===== src/rtl/mempipe_arb_pkg.sv =====
// rtl/mempipe_arb_pkg.sv - mem-pipe arbiter types, defaults and helper functions
package mempipe_arb_pkg;

    localparam int LDQ_NUM_ENTRIES       = 8;
    localparam int STQ_NUM_ENTRIES       = 8;
    localparam int STARVE_THRESH_DEFAULT = 4;
    localparam int ROBID_W               = 6;

    typedef enum logic {MEM_LOAD, MEM_STORE} t_mem_type;

    typedef struct packed {
        t_mem_type            arb_type;
        logic [4:0]           id;
        logic [ROBID_W-1:0]   robid;
    } t_mempipe_arb;

    typedef struct packed {
        logic                 valid;
        logic [ROBID_W-1:0]   robid;
    } t_nuke_pkt;

    typedef enum logic {ARB_LD_PRI, ARB_ST_FORCE} t_arb_cls_fsm;

    // First set bit of req at or after ptr, wrapping modulo n (n <= 32).
    function automatic logic [4:0] rot_ffs(input logic [31:0] req, input logic [4:0] ptr, input int n);
        logic [4:0] res;
        logic       found;
        int         idx;
        res   = '0;
        found = 1'b0;
        for (int i = 0; i < 32; i++) begin
            idx = (int'(ptr) + i) % n;
            if (i < n && !found && req[idx[4:0]]) begin
                res   = idx[4:0];
                found = 1'b1;
            end
        end
        return res;
    endfunction

    // Robids carry a wrap bit in the MSB; a is younger than or equal to b.
    function automatic logic rob_younger_or_eq(input logic [ROBID_W-1:0] a, input logic [ROBID_W-1:0] b);
        if (a[ROBID_W-1] == b[ROBID_W-1])
            return a[ROBID_W-2:0] >= b[ROBID_W-2:0];
        else
            return a[ROBID_W-2:0] < b[ROBID_W-2:0];
    endfunction

endpackage


===== src/rtl/mempipe_arb_rr_pick.sv =====
// rtl/mempipe_arb_rr_pick.sv - round-robin one-hot picker with next-pointer
module mempipe_arb_rr_pick
    import mempipe_arb_pkg::*;
#(
    parameter int N  = 8,
    parameter int PW = (N > 1) ? $clog2(N) : 1
) (
    input  logic [N-1:0]  req,
    input  logic [PW-1:0] ptr,
    input  logic          en,
    output logic [N-1:0]  gnt,
    output logic          any,
    output logic [PW-1:0] next_ptr
);

    logic [31:0]   req_ext;
    logic [4:0]    win;
    logic [PW-1:0] w;

    always_comb begin
        req_ext        = '0;
        req_ext[N-1:0] = req;
    end

    assign any = |req;
    assign win = rot_ffs(req_ext, 5'(ptr), N);
    assign w   = PW'(win);

    always_comb begin
        gnt = '0;
        if (en && any)
            gnt[w] = 1'b1;
    end

    assign next_ptr = (int'(w) == N - 1) ? '0 : w + PW'(1);

endmodule


===== src/rtl/mempipe_arb.sv =====
// rtl/mempipe_arb.sv - mm0 load/store pipe arbiter with mm1 register; MEMPIPE_ARB_STARVE_EN enables store anti-starvation
module mempipe_arb
    import mempipe_arb_pkg::*;
#(
    parameter int LDQ_N = LDQ_NUM_ENTRIES,
`ifdef MEMPIPE_ARB_STARVE_EN
    parameter int STARVE_THRESH = STARVE_THRESH_DEFAULT,
`endif
    parameter int STQ_N = STQ_NUM_ENTRIES
) (
    input  logic                        clk,
    input  logic                        reset,
    input  logic [LDQ_N-1:0]            ldq_req_mm0,
    input  t_mempipe_arb [LDQ_N-1:0]    ldq_req_pkt_mm0,
    output logic [LDQ_N-1:0]            ldq_gnt_mm0,
    input  logic [STQ_N-1:0]            stq_req_mm0,
    input  t_mempipe_arb [STQ_N-1:0]    stq_req_pkt_mm0,
    output logic [STQ_N-1:0]            stq_gnt_mm0,
    input  logic                        pipe_stall_mm0,
    input  t_nuke_pkt                   nuke_rb1,
    output logic                        pipe_valid_mm1,
    output t_mempipe_arb                pipe_req_pkt_mm1
);

    localparam int LPW = (LDQ_N > 1) ? $clog2(LDQ_N) : 1;
    localparam int SPW = (STQ_N > 1) ? $clog2(STQ_N) : 1;

    logic [LPW-1:0] ldq_rr_ptr, ld_next_ptr;
    logic [SPW-1:0] stq_rr_ptr, st_next_ptr;
    logic           ld_any, st_any, ld_cls, st_cls, ld_en, st_en, any_gnt;
    t_mempipe_arb   sel_pkt;

`ifdef MEMPIPE_ARB_STARVE_EN
    localparam int CW = (STARVE_THRESH > 2) ? $clog2(STARVE_THRESH) : 1;
    localparam logic [CW-1:0] CNT_MAX = CW'(STARVE_THRESH - 1);

    t_arb_cls_fsm  cls_state, cls_next;
    logic [CW-1:0] st_starve_cnt, cnt_next;
    logic          st_loses;

    assign ld_cls   = ld_any && (cls_state == ARB_LD_PRI || !st_any);
    assign st_loses = st_any && !st_en && !pipe_stall_mm0;

    always_comb begin
        cnt_next = st_starve_cnt;
        cls_next = cls_state;
        if (!pipe_stall_mm0) begin
            if (!st_any || st_en)
                cnt_next = '0;
            else if (st_starve_cnt != CNT_MAX)
                cnt_next = st_starve_cnt + 1'b1;
        end
        case (cls_state)
            ARB_LD_PRI:   if (st_loses && st_starve_cnt == CNT_MAX) cls_next = ARB_ST_FORCE;
            ARB_ST_FORCE: if (st_en || !st_any) cls_next = ARB_LD_PRI;
            default:      cls_next = ARB_LD_PRI;
        endcase
    end

    always_ff @(posedge clk) begin
        if (reset) begin
            cls_state     <= ARB_LD_PRI;
            st_starve_cnt <= '0;
        end else begin
            cls_state     <= cls_next;
            st_starve_cnt <= cnt_next;
        end
    end
`else
    assign ld_cls = ld_any;
`endif

    assign st_cls  = st_any && !ld_cls;
    // Reset gates the grants so no queue entry advances while the pipe is cleared.
    assign ld_en   = !reset && !pipe_stall_mm0 && ld_cls;
    assign st_en   = !reset && !pipe_stall_mm0 && st_cls;
    assign any_gnt = ld_en || st_en;

    mempipe_arb_rr_pick #(.N(LDQ_N), .PW(LPW)) u_ld_pick (
        .req      (ldq_req_mm0),
        .ptr      (ldq_rr_ptr),
        .en       (ld_en),
        .gnt      (ldq_gnt_mm0),
        .any      (ld_any),
        .next_ptr (ld_next_ptr)
    );

    mempipe_arb_rr_pick #(.N(STQ_N), .PW(SPW)) u_st_pick (
        .req      (stq_req_mm0),
        .ptr      (stq_rr_ptr),
        .en       (st_en),
        .gnt      (stq_gnt_mm0),
        .any      (st_any),
        .next_ptr (st_next_ptr)
    );

    always_comb begin
        sel_pkt = '0;
        for (int i = 0; i < LDQ_N; i++)
            if (ldq_gnt_mm0[i]) sel_pkt = ldq_req_pkt_mm0[i];
        for (int i = 0; i < STQ_N; i++)
            if (stq_gnt_mm0[i]) sel_pkt = stq_req_pkt_mm0[i];
    end

    always_ff @(posedge clk) begin
        if (reset) begin
            ldq_rr_ptr       <= '0;
            stq_rr_ptr       <= '0;
            pipe_valid_mm1   <= 1'b0;
            pipe_req_pkt_mm1 <= '0;
        end else begin
            if (ld_en) ldq_rr_ptr <= ld_next_ptr;
            if (st_en) stq_rr_ptr <= st_next_ptr;
            // A nuked winner still consumes its grant; only the mm1 valid is dropped.
            if (any_gnt) begin
                pipe_req_pkt_mm1 <= sel_pkt;
                pipe_valid_mm1   <= !(nuke_rb1.valid && rob_younger_or_eq(sel_pkt.robid, nuke_rb1.robid));
            end else begin
                pipe_valid_mm1   <= 1'b0;
            end
        end
    end

    a_gnt_onehot0: assert property (@(posedge clk) disable iff (reset)
        $onehot0({ldq_gnt_mm0, stq_gnt_mm0}));
    a_gnt_no_stall: assert property (@(posedge clk) disable iff (reset)
        (|{ldq_gnt_mm0, stq_gnt_mm0}) |-> !pipe_stall_mm0);
    a_gnt_has_req: assert property (@(posedge clk) disable iff (reset)
        ((ldq_gnt_mm0 & ~ldq_req_mm0) == '0) && ((stq_gnt_mm0 & ~stq_req_mm0) == '0));

endmodule

===== config.mk =====
export PLATFORM = sky130hd
export DESIGN_NAME = mempipe_arb
export DESIGN_NICKNAME = d
export VERILOG_FILES = /design/src/rtl/mempipe_arb_pkg.sv /design/src/rtl/mempipe_arb_rr_pick.sv /design/src/rtl/mempipe_arb.sv
export SDC_FILE = /design/constraint.sdc
export NUM_CORES = 1
export LEC_CHECK = 0
export CORE_MARGIN = 1
export CORE_UTILIZATION = 43
export CTS_BUF_LIST = sky130_fd_sc_hd__clkbuf_4
export DETAILED_ROUTE_END_ITERATION = 7
export PLACE_DENSITY = 0.86
export RECOVER_POWER = 25
export SYNTH_ARGS = -nofsm -noshare
export SYNTH_HDL_FRONTEND = slang
export SYNTH_SLANG_ARGS = --single-unit

===== constraint.sdc =====
create_clock -name clk -period 7.5 [get_ports clk]
set_input_delay 1.875 -clock clk [delete_from_list [all_inputs] [get_ports clk]]
set_output_delay 1.875 -clock clk [all_outputs]
set_load 0.05 [all_outputs]

==> results of run 1 <==
-- final cells by class --
| class | instances | area, sq um |
|---|---|---|
| clock inverters | 1 | 5.00 |
| fillers | 943 | 3290 |
| inverters | 29 | 111 |
| flip-flops and latches | 19 | 380 |
| multi-input cells | 581 | 4220 |
| well taps | 140 | 175 |
| repair buffers | 278 | 2830 |
| clock buffers | 3 | 22.5 |
| diodes | 1 | 2.50 |
-- routing by layer --
layer / track usage (%) / vias to the layer above / share of wire (%)
li1: - / 3088 / -
met1: 48.3 / 3142 / 39
met2: 61.0 / 489 / 46
met3: 4.51 / 69 / 10
met4: 15.5 / 0 / 4.5
met5: 0 / - / 0
-- Yosys cell counts, types with 7 or more instances --
| library cell | count |
|---|---|
| sky130_fd_sc_hd__mux4_2 | 22 |
| sky130_fd_sc_hd__inv_1 | 21 |
| sky130_fd_sc_hd__o31ai_1 | 8 |
| sky130_fd_sc_hd__clkbuf_1 | 19 |
| sky130_fd_sc_hd__o22ai_1 | 12 |
| sky130_fd_sc_hd__o21ai_1 | 7 |
| sky130_fd_sc_hd__buf_6 | 7 |
| sky130_fd_sc_hd__a31oi_1 | 9 |
| sky130_fd_sc_hd__a21oi_1 | 46 |
| sky130_fd_sc_hd__a22oi_1 | 7 |
| sky130_fd_sc_hd__o22a_1 | 8 |
| sky130_fd_sc_hd__ha_1 | 11 |
| sky130_fd_sc_hd__a211oi_1 | 8 |
| sky130_fd_sc_hd__a221oi_1 | 7 |
| sky130_fd_sc_hd__o21ai_0 | 30 |
| sky130_fd_sc_hd__mux2i_1 | 29 |
| sky130_fd_sc_hd__o21a_1 | 8 |
| sky130_fd_sc_hd__buf_2 | 19 |
| sky130_fd_sc_hd__nor2b_1 | 10 |
| sky130_fd_sc_hd__dfxtp_1 | 19 |
| sky130_fd_sc_hd__nand2b_1 | 10 |
| sky130_fd_sc_hd__inv_2 | 8 |
| sky130_fd_sc_hd__o211ai_1 | 20 |
| sky130_fd_sc_hd__nand2_1 | 74 |
| sky130_fd_sc_hd__nor3_1 | 15 |
| sky130_fd_sc_hd__nand3_1 | 30 |
| sky130_fd_sc_hd__mux2_2 | 15 |
| sky130_fd_sc_hd__nor2_1 | 60 |
-- final timing paths --
check                                         from                                to  slack (ps)  cells past startpoint
setup / recovery                    stq_req_mm0[4]                    stq_gnt_mm0[7]         220                     11
hold / removal    pipe_req_pkt_mm1[5]$_SDFFE_PP0N_  pipe_req_pkt_mm1[5]$_SDFFE_PP0N_         480                      2
setup reg to reg        stq_rr_ptr[0]$_SDFFE_PP0P_         pipe_valid_mm1$_SDFF_PP0_         950                     21
hold reg to reg   pipe_req_pkt_mm1[5]$_SDFFE_PP0N_  pipe_req_pkt_mm1[5]$_SDFFE_PP0N_         480                      2
-- stage by stage --
stage | util, % | instances
after floorplan | - | 677
after global placement | 69.8 | 1047
after detailed placement | 69.8 | 1047
after CTS | 70.0 | 1051
after global routing | 70.1 | 1052
final | 70.1 | 1052
-- sequential cells by signal (all words and copies together) (netlist names) --
signal and flops:
pipe_req_pkt_mm1 12, pipe_valid_mm1 1, stq_rr_ptr 3, ldq_rr_ptr 3
-- placed cells by master (no fill, tap or decap), drive strengths merged, types with 19 or more instances in the layout --
master         Yosys  layout
mux2i             29      29
buf               28      48
o21ai             40      40
nand3             33      33
mux4              23      23
dfxtp             19      19
nor2              62      62
inv               29      29
clkdlybuf4s50      0     218
a21oi             47      47
o211ai            22      22
nand2             77      77
-- power groups by stage --
stage / Combinational [uW] / Clock [uW] / Sequential, uW
2_1_floorplan: 1160 / 0 / 234
3_3_place_gp: 1710 / 0 / 178
3_5_place_dp: 1740 / 0 / 179
4_1_cts: 1740 / 62.1 / 178
5_1_grt: 1890 / 65.6 / 183
6_report: 1770 / 64.3 / 177
-- what timing repair did --
item                                    in CTS  in global routing
gates resized for setup                      0                  4
hold endpoints to repair                     0                  0
endpoints found under the setup margin       0                  3
-- worst max-delay path, delay by kind of cell --
| kind | cells | cell delay [ps] |
|---|---|---|
| AND/OR/NAND/NOR | 3 | 1060 |
| buffers and inverters | 3 | 970 |
| multiplexers | 2 | 870 |
| AO/OA/AOI/OAI | 3 | 620 |
-- cell families (layout without fill, tap and decap cells) --
group           count (synthesis)  in the layout
compound gates                240            240
fa+ha+maj                      11             11
flops                          19             19
other cells                     0              1
xor+xnor                        8              8
simple gates                  253            253
mux                            69             69
buf+inv                        77            311
==> out/summary.json, run 1 <==
{
  "floorplan": {
    "pin_count": 247,
    "placeableCoreArea_sq_um": 11000,
    "die_width_microns": 109,
    "die_h_microns": 109,
    "num_rows": 38,
    "floorplan.die_area_sq_um": 11900,
    "initial_core_util_pct": 44.9
  },
  "critical_path": {
    "setup.worst_path.start_class": "primary input",
    "sequence_of_cells_on_the_critical_path": "clkdlybuf4s50_1 > mux4_2 > mux2i_1 > nor2b_2 > o21ai_2 > o31ai_1 > o21ai_2 > nor2_1 > nand3_1 > inv_2 > buf_12",
    "critical_path.max_stage_delay_ps": 590,
    "crit_path_end_kind": "output port",
    "cp.required_ps": 5620,
    "critical_path.slowest_cell": "sky130_fd_sc_hd__mux4_2",
    "criticalPathCategory": "in2out",
    "arrival_ps": 5410,
    "crit_path_frequent_cell": "sky130_fd_sc_hd__o21ai_2",
    "maximum_net_fanout_on_the_critical_path": 10
  },
  "yosys": {
    "fraction_of_post_synthesis_cell_area_in_the_top_cell_type_by_area_pct": 10.0,
    "synth_xor_area_share_pct": 1.41,
    "synth_edf_count": 0,
    "synth_top_cell_by_area": "sky130_fd_sc_hd__mux4_2",
    "ys_types": 89,
    "synth.ff_latch_count": 19,
    "compound_gate_portion_of_the_synthesized_area_pct": 34.7,
    "avgSynthCellArea_sq_um": 7.31,
    "synth.area.mux_share_pct": 20.4,
    "synth.yosys.warnings": 0,
    "syn-instance-count": 677,
    "synth-adder-area-share_pct": 2.78,
    "synth.yosys.seq_area_share_pct": 7.68,
    "synthArstFlopShare_pct": 0,
    "synth-main-ff-cell": "sky130_fd_sc_hd__dfxtp_1",
    "post_synth_instance_area_sq_um": 4950,
    "synth_top_family_by_area": "compound AO/OA/AOI/OAI gates",
    "synth.net_count": 906,
    "synthSimpleGateAreaFrac_pct": 25.5,
    "ys_top_cells_by_area": "sky130_fd_sc_hd__mux4_2 10%, sky130_fd_sc_hd__dfxtp_1 7.7%, sky130_fd_sc_hd__mux2i_1 5.9%"
  },
  "cts": {
    "cts_max_level": 1,
    "cts_post_setup_buffers_inserted": 0,
    "cts-hold-fix-buffers": 0,
    "cts_tree": "built",
    "cts.root.buffer_cell": "sky130_fd_sc_hd__clkbuf_4",
    "cts_buffer_depth": 2,
    "cts_sinks": 19,
    "tritoncts.num_buffers": 3,
    "clk_latency_ps": 330,
    "path_clk_slew_ps": 150
  },
  "sta": {
    "worst-slew-pin-transition_ps": 891,
    "fin_tns_setup_ps": 0,
    "fmax_ghz": 0.137,
    "max-slew-margin-rel_pct": 39.8,
    "period_share_pct": 97.1,
    "finalHoldWorstSlack_ps": 476,
    "finClkSkew_ps": 4.01,
    "drv_slew": 0,
    "layout_min_cycle_time_ps": 7280,
    "finalSetupViolCount": 0,
    "final-hold-violation-count": 0,
    "rsz_0062_raised_after_global_routing": "false",
    "final_critical_path_setup_slack_ps": 220
  },
  "grt": {
    "grt_max_degree": 22,
    "first_pass_grt_wire_length_microns": 33900,
    "antenna_found_initial": 1,
    "via_count_of_the_first_global_routing_pass": 6402,
    "grt-ovfl-total": 0,
    "gr-usage-all-layers_pct": 36.9
  },
  "drt": {
    "dr_total_vias": 6788,
    "post_detailed_routing_wire_length_microns": 22700,
    "antenna_left": 0,
    "routedWlPerCell_microns": 21.6,
    "detailedRoute.firstPassIterationCount": 6,
    "drtIter0Drc": 934,
    "drc": 0,
    "via_per_inst": 6.45
  },
  "power": {
    "netSwitchingPower_uw": 1110,
    "power_density_nw_per_um2": 260,
    "pwr-share-clk_pct": 3.2,
    "sequential_fraction_of_design_power_pct": 8.8,
    "finalPower_uw": 2010,
    "vdd_ir_drop_max_mv": 0.279,
    "power.static_leakage_uw": 0.00293,
    "cell_internal_pwr_uw": 898,
    "power_frac_comb_pct": 88.0,
    "switching_share_pct": 55.3
  },
  "layout": {
    "nets_final": 1141,
    "drive_gt1_share_pct": 14.1,
    "post-route-cell-area_sq_um": 7740,
    "area_delta_synth_final_pct": 56.2
  },
  "placed_design": {
    "buffer_ports.inserted": 246,
    "dp_worst_setup_slack_ps": 112,
    "detailed_place.area_sq_um": 7700,
    "hpwl_microns": 18400,
    "place_congestion": 1.04
  },
  "outcome": {
    "outcome": "complete, no violations"
  },
  "job": {
    "max_capacitance_violation_total": 0
  },
  "hold_path": {
    "hp-class": "reg2reg"
  }
}
(Power assumes the default switching activity.)
==> inputs of run 2 (changes only) <==
- CAP_MARGIN: unset -> 20
==> results of run 2 <==
No change in the layout: final DEF, timing and power equal those of run 1.
==> inputs of run 3 (changes only) <==
--- a/config.mk
+++ b/config.mk
@@ -8,3 +8,3 @@
 export CAP_MARGIN = 20
-export CORE_MARGIN = 1
+export CORE_MARGIN = 3
 export CORE_UTILIZATION = 43
--- a/constraint.sdc
+++ b/constraint.sdc
@@ -3,2 +3,2 @@
 set_output_delay 1.875 -clock clk [all_outputs]
-set_load 0.05 [all_outputs]
+set_load 0.02 [all_outputs]
==> run 3 against run 2 <==
Register-to-register slack about the same. Count of clock-buffer cells in the layout is the same. Largest cell class unchanged. Sequential power decreased by 8%. Critical path type unchanged. Combinational power down 2%. Highest routed layer unchanged. Utilization increased by 0.29 points. Largest power group unchanged.
==> out/summary.json, run 3 (synthesis gave the netlist of run 1 again) <==
{
  "grt": {
    "via_count_of_the_first_global_routing_pass": {"value": 6380, "change": "-0.34%"},
    "antenna_found_initial": {"value": 0, "change": "-1"},
    "grt_max_degree": {"value": 24, "change": "+9.1%"},
    "first_pass_grt_wire_length": {"value": 34600, "unit": "microns", "change": "+1.9%"},
    "gr-usage-all-layers": {"value": 33.5, "unit": "%", "change": "-3.4 points"},
    "grt-ovfl-total": {"value": 0, "change": "unchanged"}
  },
  "layout": {
    "area_delta_synth_final_pct": 56.9,
    "top_register": "pipe_req_pkt_mm1",
    "final_common_cell": "sky130_fd_sc_hd__clkdlybuf4s50_1",
    "largest_register_ff_count": {"value": 12, "change": "unchanged"},
    "biggestRegsByFlops": "pipe_req_pkt_mm1: 12 flops, ldq_rr_ptr: 3 flops, stq_rr_ptr: 3 flops",
    "drive_gt1_share": {"value": 14.1, "unit": "%", "change": "+0.051 points"},
    "antenna-diode-count": {"value": 0, "change": "-1"},
    "multi_input_area": {"value": 4230, "unit": "sq um", "change": "+0.24%"},
    "filler_cell_count": {"value": 952, "change": "+0.95%"},
    "most_frequent_cells_in_the_layout": "234 x sky130_fd_sc_hd__clkdlybuf4s50_1, 74 x sky130_fd_sc_hd__nand2_1, 60 x sky130_fd_sc_hd__nor2_1",
    "final-seq-area": {"value": 380, "unit": "sq um", "change": "unchanged"},
    "nets_final": {"value": 1159, "change": "+1.6%"}
  },
  "drt": {
    "via_per_inst": {"value": 6.33, "change": "-1.9%"},
    "drtIter0Drc": {"value": 864, "change": "-7.5%"},
    "dr_total_vias": {"value": 6767, "change": "-0.31%"},
    "antenna_left": {"value": 0, "change": "unchanged"},
    "post_detailed_routing_wire_length": {"value": 23100, "unit": "microns", "change": "+1.9%"},
    "drc": {"value": 0, "change": "unchanged"},
    "detailedRoute.firstPassIterationCount": {"value": 6, "change": "unchanged"},
    "routedWlPerCell": {"value": 21.6, "unit": "microns", "change": "+0.28%"}
  },
  "outcome": {
    "outcome": "complete, no violations"
  },
  "cts": {
    "cts_max_level": {"value": 1, "change": "unchanged"},
    "tritoncts.num_buffers": {"value": 3, "change": "unchanged"},
    "cts_tree": "built",
    "cts_buffer_depth": {"value": 2, "change": "unchanged"},
    "cts.root.buffer_cell": "sky130_fd_sc_hd__clkbuf_4",
    "cts_sinks": {"value": 19, "change": "unchanged"},
    "path_clk_slew": {"value": 140, "unit": "ps", "change": "about the same"},
    "cts-hold-fix-buffers": {"value": 0, "change": "unchanged"},
    "clk_latency": {"value": 310, "unit": "ps", "change": "-20 ps"}
  },
  "critical_path": {
    "regToRegSetupSlack": {"value": 940, "unit": "ps", "change": "about the same"},
    "cp.required": {"value": 5620, "unit": "ps", "change": "about the same"},
    "maximum_net_fanout_on_the_critical_path": {"value": 9, "change": "-1"},
    "crit_path_end_kind": "output port",
    "setup.worst_path.start_class": "primary input",
    "arrival": {"value": 5480, "unit": "ps", "change": "+70 ps"},
    "criticalPathCategory": "in2out"
  },
  "power": {
    "vdd_ir_drop_max": {"value": 0.226, "unit": "mV", "change": "-19%"},
    "power_density": {"value": 252, "unit": "nW/um^2", "change": "-3.2%"},
    "power.static_leakage": {"value": 0.00295, "unit": "uW", "change": "+0.84%"}
  },
  "floorplan": {
    "die_width": {"value": 113, "unit": "microns", "change": "+3.7%"},
    "initial_core_util": {"value": 44.9, "unit": "%", "change": "unchanged"},
    "placeableCoreArea": {"value": 11000, "unit": "sq um", "change": "unchanged"},
    "num_rows": {"value": 38, "change": "unchanged"},
    "pin_count": {"value": 247, "change": "unchanged"},
    "floorplan.die_area": {"value": 12800, "unit": "sq um", "change": "+7.5%"},
    "die_h": {"value": 113, "unit": "microns", "change": "+3.7%"}
  },
  "sta": {
    "layout_min_cycle_time": {"value": 7350, "unit": "ps", "change": "+71.3 ps"},
    "rsz_0062_raised_after_global_routing": "false",
    "fmax": {"value": 0.136, "unit": "GHz", "change": "-0.97%"},
    "period_share": {"value": 98.0, "unit": "%", "change": "+0.95 points"},
    "finClkSkew": {"value": 2.94, "unit": "ps", "change": "-1.08 ps"},
    "final_critical_path_setup_slack": {"value": 148, "unit": "ps", "change": "-71.3 ps"},
    "drv_slew": {"value": 0, "change": "unchanged"},
    "worst-slew-pin-transition": {"value": 842, "unit": "ps", "change": "-48.7 ps"},
    "final-hold-violation-count": {"value": 0, "change": "unchanged"},
    "fin_tns_setup": {"value": 0, "unit": "ps", "change": "unchanged"},
    "max-slew-margin-rel": {"value": 43.6, "unit": "%", "change": "+3.8 points"},
    "finalSetupViolCount": {"value": 0, "change": "unchanged"}
  },
  "job": {
    "max_capacitance_violation_total": {"value": 0, "change": "unchanged"}
  },
  "placed_design": {
    "buffer_ports.inserted": {"value": 246, "change": "unchanged"},
    "place_congestion": {"value": 1.01, "change": "-2.7%"},
    "hpwl": {"value": 18800, "unit": "microns", "change": "+1.9%"},
    "dp_worst_setup_slack": {"value": 118, "unit": "ps", "change": "+5.88 ps"}
  },
  "hold_path": {
    "hp-class": "reg2reg"
  }
}
## run 3: cell count changes in the layout (fill, tap and decap cells not counted), sizes merged
cell           change
buf                +2
dlymetal6s2s       +1
dlygate4sd3        -1
clkdlybuf4s50     +16
diode              -1
## run 3: final cells by class
class / instances / area share [%]
inverter: 29 / 1.40
clock buffer: 3 / 0.290
timing repair buffer: 296 / 36.7
sequential: 19 / 4.90
multi-input combinational: 581 / 54.4
clock inverter: 1 / 0.0644
tap: 140 / 2.25
## run 3: routing by layer
metal | GRT usage [%] | share of wire [%]
met4 | 7.61 | 3.1
met3 | 5.88 | 10
met1 | 44.9 | 39
met2 | 56.2 | 47
met5 | 0 | 0
## run 3: worst max-delay path, stage by stage
cell and delay (ps):
sky130_fd_sc_hd__clkdlybuf4s50_1 650, sky130_fd_sc_hd__mux2i_1 140, sky130_fd_sc_hd__mux4_2 540, sky130_fd_sc_hd__nor3b_1 200, sky130_fd_sc_hd__o21ai_2 350, sky130_fd_sc_hd__o31ai_1 150, sky130_fd_sc_hd__o21ai_2 210, sky130_fd_sc_hd__inv_2 60
sky130_fd_sc_hd__nor2_2 340, sky130_fd_sc_hd__nand3_2 150, sky130_fd_sc_hd__inv_2 170, sky130_fd_sc_hd__clkdlybuf4s50_1 640
## run 3: timing repair
| item | CTS | global route |
|---|---|---|
| resized for setup | 0 | 5 |
| setup buffers | 0 | 7 |
| setup endpoints to repair | 0 | 8 |
## run 3: through the flow
step	total power [uW]	util, %	hold WS [ps]	cell area (sq um)	std cells
global route	2080	70.4	485	7770	1069
global placement	1830	69.4	446	7660	1058
floorplan	1320	-	527	4950	677
CTS	1910	69.7	470	7680	1062
detailed placement	1850	69.4	452	7660	1058
finish	1960	70.4	473	7770	1069
## run 3: final timing paths
check | start | end | cells after the start
worst max register to register | ldq_rr_ptr[1]$_SDFFE_PP0P_ | pipe_valid_mm1$_SDFF_PP0_ | 23
worst min register to register | pipe_req_pkt_mm1[5]$_SDFFE_PP0N_ | pipe_req_pkt_mm1[5]$_SDFFE_PP0N_ | 2
worst max-delay path | stq_req_mm0[0] | stq_gnt_mm0[6] | 12
worst min-delay path | pipe_req_pkt_mm1[5]$_SDFFE_PP0N_ | pipe_req_pkt_mm1[5]$_SDFFE_PP0N_ | 2
## run 3: power breakdown
group | leakage, uW | internal (uW) | switching, uW
Sequential | 0.000156 | 133 | 29.8
Clock | 0.0000177 | 19.9 | 41.5
Combinational | 0.00278 | 754 | 977
Total | 0.00295 | 907 | 1050
